==> src/rtl/result_drain.sv <==
// result_drain: serialises a 4x4 result matrix into 16 row-major valid/ready beats.
// Optional feature: define RESULT_DRAIN_DOUBLEBUF_EN to add one pending capture
// buffer so a new result can be accepted while the current one is draining.
//
// Handshake: a beat transfers on a cycle where o_valid && i_ready. o_valid is
// a pure function of registered state (never of i_ready). While o_valid is
// high and i_ready is low, o_data/o_row/o_col/o_last hold their values.
module result_drain #(
    parameter int DATA_W = 32
) (
    input  logic                         i_clk,
    input  logic                         i_rst_n,
    input  logic [3:0][3:0][DATA_W-1:0]  i_c,
    input  logic                         i_validResult,
    output logic                         o_valid,
    input  logic                         i_ready,
    output logic [DATA_W-1:0]            o_data,
    output logic [1:0]                   o_row,
    output logic [1:0]                   o_col,
    output logic                         o_last,
    output logic                         o_busy,
    output logic                         o_overrun,
    output logic [7:0]                   o_resultCount
);

    if (DATA_W != 32) begin : g_bad_width
        $error("result_drain: DATA_W must be 32");
    end

    typedef enum logic {
        IDLE  = 1'b0,
        DRAIN = 1'b1
    } state_t;

    state_t                        state_q, state_d;
    logic [3:0][3:0][DATA_W-1:0]   act_q;
    logic [3:0]                    idx_q;
    logic [7:0]                    count_q;
    logic                          overrun_q;

    logic                          xfer;
    logic                          last_xfer;
    logic                          load_new;
    logic                          drop;

`ifdef RESULT_DRAIN_DOUBLEBUF_EN
    logic [3:0][3:0][DATA_W-1:0]   pend_q;
    logic                          pend_full_q;
    logic                          load_from_pend;
    logic                          pend_cap;
    logic                          pend_clr;
`endif

    assign o_valid   = (state_q == DRAIN);
    assign xfer      = o_valid & i_ready;
    assign last_xfer = xfer & (idx_q == 4'd15);

    // Next-state and buffer-control decode.
    always_comb begin
        state_d  = state_q;
        load_new = 1'b0;
        drop     = 1'b0;
`ifdef RESULT_DRAIN_DOUBLEBUF_EN
        load_from_pend = 1'b0;
        pend_cap       = 1'b0;
        pend_clr       = 1'b0;
`endif
        case (state_q)
            IDLE: begin
                if (i_validResult) begin
                    load_new = 1'b1;
                    state_d  = DRAIN;
                end
            end
            DRAIN: begin
`ifdef RESULT_DRAIN_DOUBLEBUF_EN
                if (last_xfer) begin
                    if (pend_full_q) begin
                        // Pending matrix moves up; a coincident pulse refills pending.
                        load_from_pend = 1'b1;
                        if (i_validResult) pend_cap = 1'b1;
                        else               pend_clr = 1'b1;
                    end else if (i_validResult) begin
                        load_new = 1'b1;
                    end else begin
                        state_d = IDLE;
                    end
                end else if (i_validResult) begin
                    if (!pend_full_q) pend_cap = 1'b1;
                    else              drop     = 1'b1;
                end
`else
                if (last_xfer) begin
                    if (i_validResult) load_new = 1'b1;
                    else               state_d  = IDLE;
                end else if (i_validResult) begin
                    drop = 1'b1;
                end
`endif
            end
            default: state_d = IDLE;
        endcase
    end

    // State, beat index, active buffer, counters and sticky overrun.
    always_ff @(posedge i_clk) begin
        if (!i_rst_n) begin
            state_q   <= IDLE;
            idx_q     <= 4'd0;
            act_q     <= '0;
            count_q   <= 8'd0;
            overrun_q <= 1'b0;
        end else begin
            state_q <= state_d;
            // idx wraps 15 -> 0 on the last transfer, so a new matrix starts at [0][0].
            if (xfer) idx_q <= idx_q + 4'd1;
            if (load_new) act_q <= i_c;
`ifdef RESULT_DRAIN_DOUBLEBUF_EN
            else if (load_from_pend) act_q <= pend_q;
`endif
            if (last_xfer) count_q <= count_q + 8'd1;
            if (drop) overrun_q <= 1'b1;
        end
    end

`ifdef RESULT_DRAIN_DOUBLEBUF_EN
    // Pending buffer: captures a result that arrives mid-drain.
    always_ff @(posedge i_clk) begin
        if (!i_rst_n) begin
            pend_q      <= '0;
            pend_full_q <= 1'b0;
        end else begin
            if (pend_cap) begin
                pend_q      <= i_c;
                pend_full_q <= 1'b1;
            end else if (pend_clr) begin
                pend_full_q <= 1'b0;
            end
        end
    end

    assign o_busy = pend_full_q;
`else
    assign o_busy = o_valid;
`endif

    assign o_data        = o_valid ? act_q[idx_q[3:2]][idx_q[1:0]] : '0;
    assign o_row         = idx_q[3:2];
    assign o_col         = idx_q[1:0];
    assign o_last        = o_valid & (idx_q == 4'd15);
    assign o_overrun     = overrun_q;
    assign o_resultCount = count_q;

endmodule
==> config.mk <==
export PLATFORM = sky130hd
export DESIGN_NAME = result_drain
export DESIGN_NICKNAME = d
export VERILOG_FILES = /design/src/rtl/result_drain.sv
export SDC_FILE = /design/constraint.sdc
export NUM_CORES = 1
export LEC_CHECK = 0
export CELL_PAD_IN_SITES_DETAIL_PLACEMENT = 2
export CELL_PAD_IN_SITES_GLOBAL_PLACEMENT = 2
export CORE_MARGIN = 5
export CORE_UTILIZATION = 29
export DETAILED_ROUTE_END_ITERATION = 8
export GPL_TIMING_DRIVEN = 1
export HOLD_SLACK_MARGIN = 0.02
export PLACE_DENSITY = 0.77
export SLEW_MARGIN = 15
export SYNTH_ARGS = -nofsm -noshare
export SYNTH_HDL_FRONTEND = slang
export SYNTH_SLANG_ARGS = --single-unit
==> constraint.sdc <==
create_clock -name i_clk -period 2.2 [get_ports i_clk]
set_input_delay 0.44 -clock i_clk [delete_from_list [all_inputs] [get_ports i_clk]]
set_output_delay 0.44 -clock i_clk [all_outputs]
set_load 0.01 [all_outputs]
==> results.md <==
- Placed cell area: 31680 um2
- Fraction of registers with async set or reset after synthesis: 0
- Vias in the first global route: 29270
- Power Dens Cells: 650.2 nW/um2
- CP max stage delay: 0.61 ns
- CTS tree: yes
- Crit path kind: flip-flop to output pin
- Clock share of power: 0.383
- Final Max Slew Viols: 0
- Drt drc: 0
- Crit path time final: 3.378 ns
- Worst-path clk slew: 0.08 ns
- Initial antenna violation count: 19
- Filler cells: 7372
- Vias: 29930
- Die Area: 86560 um2
- Failing checks: negative setup slack
- Critical Path Sink Type: output pin
- Status: finished, violations left
- Final setup violation count: 559
- Switch share: 0.3411
- Max Clock Freq: 0.2961 GHz
- Flip-flop and latch area: 10540 um2
- Sequential area share after synthesis: 0.4495
- Commonest cells in the netlist: nand3_1 (549), dfxtp_1 (526), nand2_1 (522), o21ai_0 (334), o21ai_1 (210)
- Reg-to-Reg Start: idx_q[0]$_SDFFE_PN0N_
- Post-CTS Hold Fix Bufs: 0
- Switching pwr: 10.04 mW
- Clock sink count: 526
- Min-Delay Path Class: input pin to flip-flop
- Final Worst Setup Slack: -1.178 ns
- Synth Flop Type: dfxtp_1
- Clock Path Buffers: 3
- CTS buffer count: 60
- Avg Cell Area, Syn: 8.596 um2
- Syn Nets: 3243
- CP Max Fanout: 8
- Internal power: 19.39 mW
- Seq pwr share: 0.364
- Post-route ant nets: 0
- Worst setup SP type: flip-flop
- Final instance area: 45270 um2
- CP required: 1.76 ns
- Routed WL per cell: 44.07 um
- Max Cap Violations: 0
- CP top delay family: buffers and inverters
- CORE AREA: 80290 um2
- H-tree levels: 2
- Slowest cell on crit path: mux4_2
- Top-count cell post-synth: nand3_1
- Post-synth EDFFs: 0
- Slew margin rel.: 0.5589
- Final Core Density: 0.5638
- DRT iter0 DRCs: 2758
- Grt ovf: 0
- Dpl cells: 4342
- Global-route wire length before repair: 210200 um
- Yosys warning total: 0
- Multi-input gate area in the final layout: 17100 um2
- Drt pass-1 iters: 5
- Crit path cell chain: buf_12 -> buf_16 -> buf_12 -> mux4_2 -> nand2b_4 -> nand3_1 -> o21ai_1 -> buf_4
- Cells after Synth: 2725
- Unique cell type count in the Yosys netlist: 32
- Final GP Congestion: 0.8559
- CTS Root Cell: clkbuf_16
- Number of synthesized register bits: 526
- Post-DP HPWL: 90850 um
- Slew at the pin with the worst max-slew slack: 0.6617 ns
- Ranking of synthesized cells by area: dfxtp_1 (45%), nand3_1 (12%), mux4_2 (9.1%)
- Yosys top cell area share: 0.4495
- Clock Latency Late Sink: 0.72 ns
- Tcrit/Tclk final: 1.535
- Area delta synth->final: 93.24%
- I/O pin count: 564
- Most frequent CP cell: buf_12
- Ratio of cells with drive above 1 in the final layout: 0.4477
- RSZ-0062 raised after global routing: true
- Port Buffer Count: 563
- Critical path buffers and inverters: 4
- Die width: 294.2 um
- DR vias/cell: 6.251
- Nets: 4169
- Rows: 104
- Tot GR Track Use: 0.3251
- Mapped Area: 23420 um2
- Setup Skew: 0.06677 ns
- Initial cell density of the core: 0.2918
- Hold Startpoint: i_rst_n
- Worst VDD drop: 641.1 uV
- Crit path DAT: 2.94 ns
- Largest net degree at the start of global routing: 97
- Cell Count, Final, Fillers Out: 4787
- WL final: 211000 um
- Combinational power share: 0.254
- Pleak: 15.84 nW
- CP Launch Point: idx_q[2]$_SDFFE_PN0N_
- Fin. Hold Viols: 0
- Die Y: 294.2 um
- Cell taking the most area after synthesis: dfxtp_1
[power by group through the flow]
stage	logic, mW	clock network (mW)	registers, mW
after floorplan	1.63	0	10.5
after global placement	3.81	0	10.6
after detailed placement	3.93	0	10.7
after CTS	5.16	10.2	10.5
after global routing	7.48	11.4	10.7
final	7.47	11.3	10.7
[layout by cell type, fill, tap and decap left out, drive strengths merged, types with 6 or more instances in the layout]
cell type      synthesis  final
clkinv                 0     10
nand2                522    522
xnor2                  6      6
o21ai                544    544
diode                  0     28
nand2b                33     33
nand3                549    549
mux4                  95     95
a22oi                 32     32
mux2i                 97     97
dfxtp                526    526
buf                   96    569
and2                  13     13
clkbuf               185    142
clkdlybuf4s50          0    526
[tightest hold or removal path, delay by kind of cell]
kind	cells	cell delay [ns]
compound gates	1	0.05
buf+inv	1	0.20
simple gates	1	0.12
[per-layer routing]
layer / wire, um / share of wire / GRT usage
met3: 16680 / 0.079 / 0.05577
met2: 100800 / 0.48 / 0.5948
met1: 69010 / 0.33 / 0.3650
met5: 20 / 0.000095 / 0
met4: 24490 / 0.12 / 0.1587
[kinds of logic after synthesis]
family	after synthesis	synth area share
buffers and inverters	282	0.06719
flip-flops	526	0.4495
multiplexers	192	0.1328
XOR/XNOR	10	0.003739
AND/OR/NAND/NOR	1131	0.2170
adder cells (fa/ha/maj)	2	0.001068
AO/OA/AOI/OAI	582	0.1287
[stage by stage]
stage	setup slack (ns)	power, mW	setup TNS [ns]	hold slack (ns)
detailed placement	-0.8707	14.58	-217.35	0.4424
floorplan	0.09784	12.13	0	0.4252
finish	-1.178	29.43	-270.45	0.1613
global route	-1.111	29.60	-266.61	0.1818
global placement	-0.8666	14.42	-183.67	0.4330
CTS	-0.8810	25.84	-84.09	0.1956
[final timing paths]
path / endpoint / slack, ns / depth (start not counted)
worst max-delay path: o_data[25] / -1.18 / 8
worst min-delay path: act_q[132]$_SDFFE_PN0P_ / 0.16 / 3
worst max register to register: act_q[135]$_SDFFE_PN0P_ / -0.73 / 15
worst min register to register: act_q[124]$_SDFFE_PN0P_ / 0.47 / 2
[layout make-up]
class                           count  share of cell area
Multi-Input combinational cell   1919              0.3777
Timing Repair Buffer             1143              0.3150
Sequential cell                   526              0.2329
Clock buffer                       97             0.04132
Tap cell                         1060             0.02930
Clock inverter                     13            0.002156
Antenna cell                       28            0.001548
Inverter                            1          0.00008292
[state kept, by name, indices dropped and copies added (netlist names)]
register,count
idx_q,4
act_q,512
o_resultCount,8
o_overrun,1
o_busy,1
[timing repair]
item,in CTS,in global routing
setup buffers,119,131
endpoints found under the setup margin,556,556
endpoints found under the hold margin,0,0
gates cloned,63,54
resized for setup,767,1216
pin swaps,61,228
Note: power is estimated with default switching activity, not from simulation.
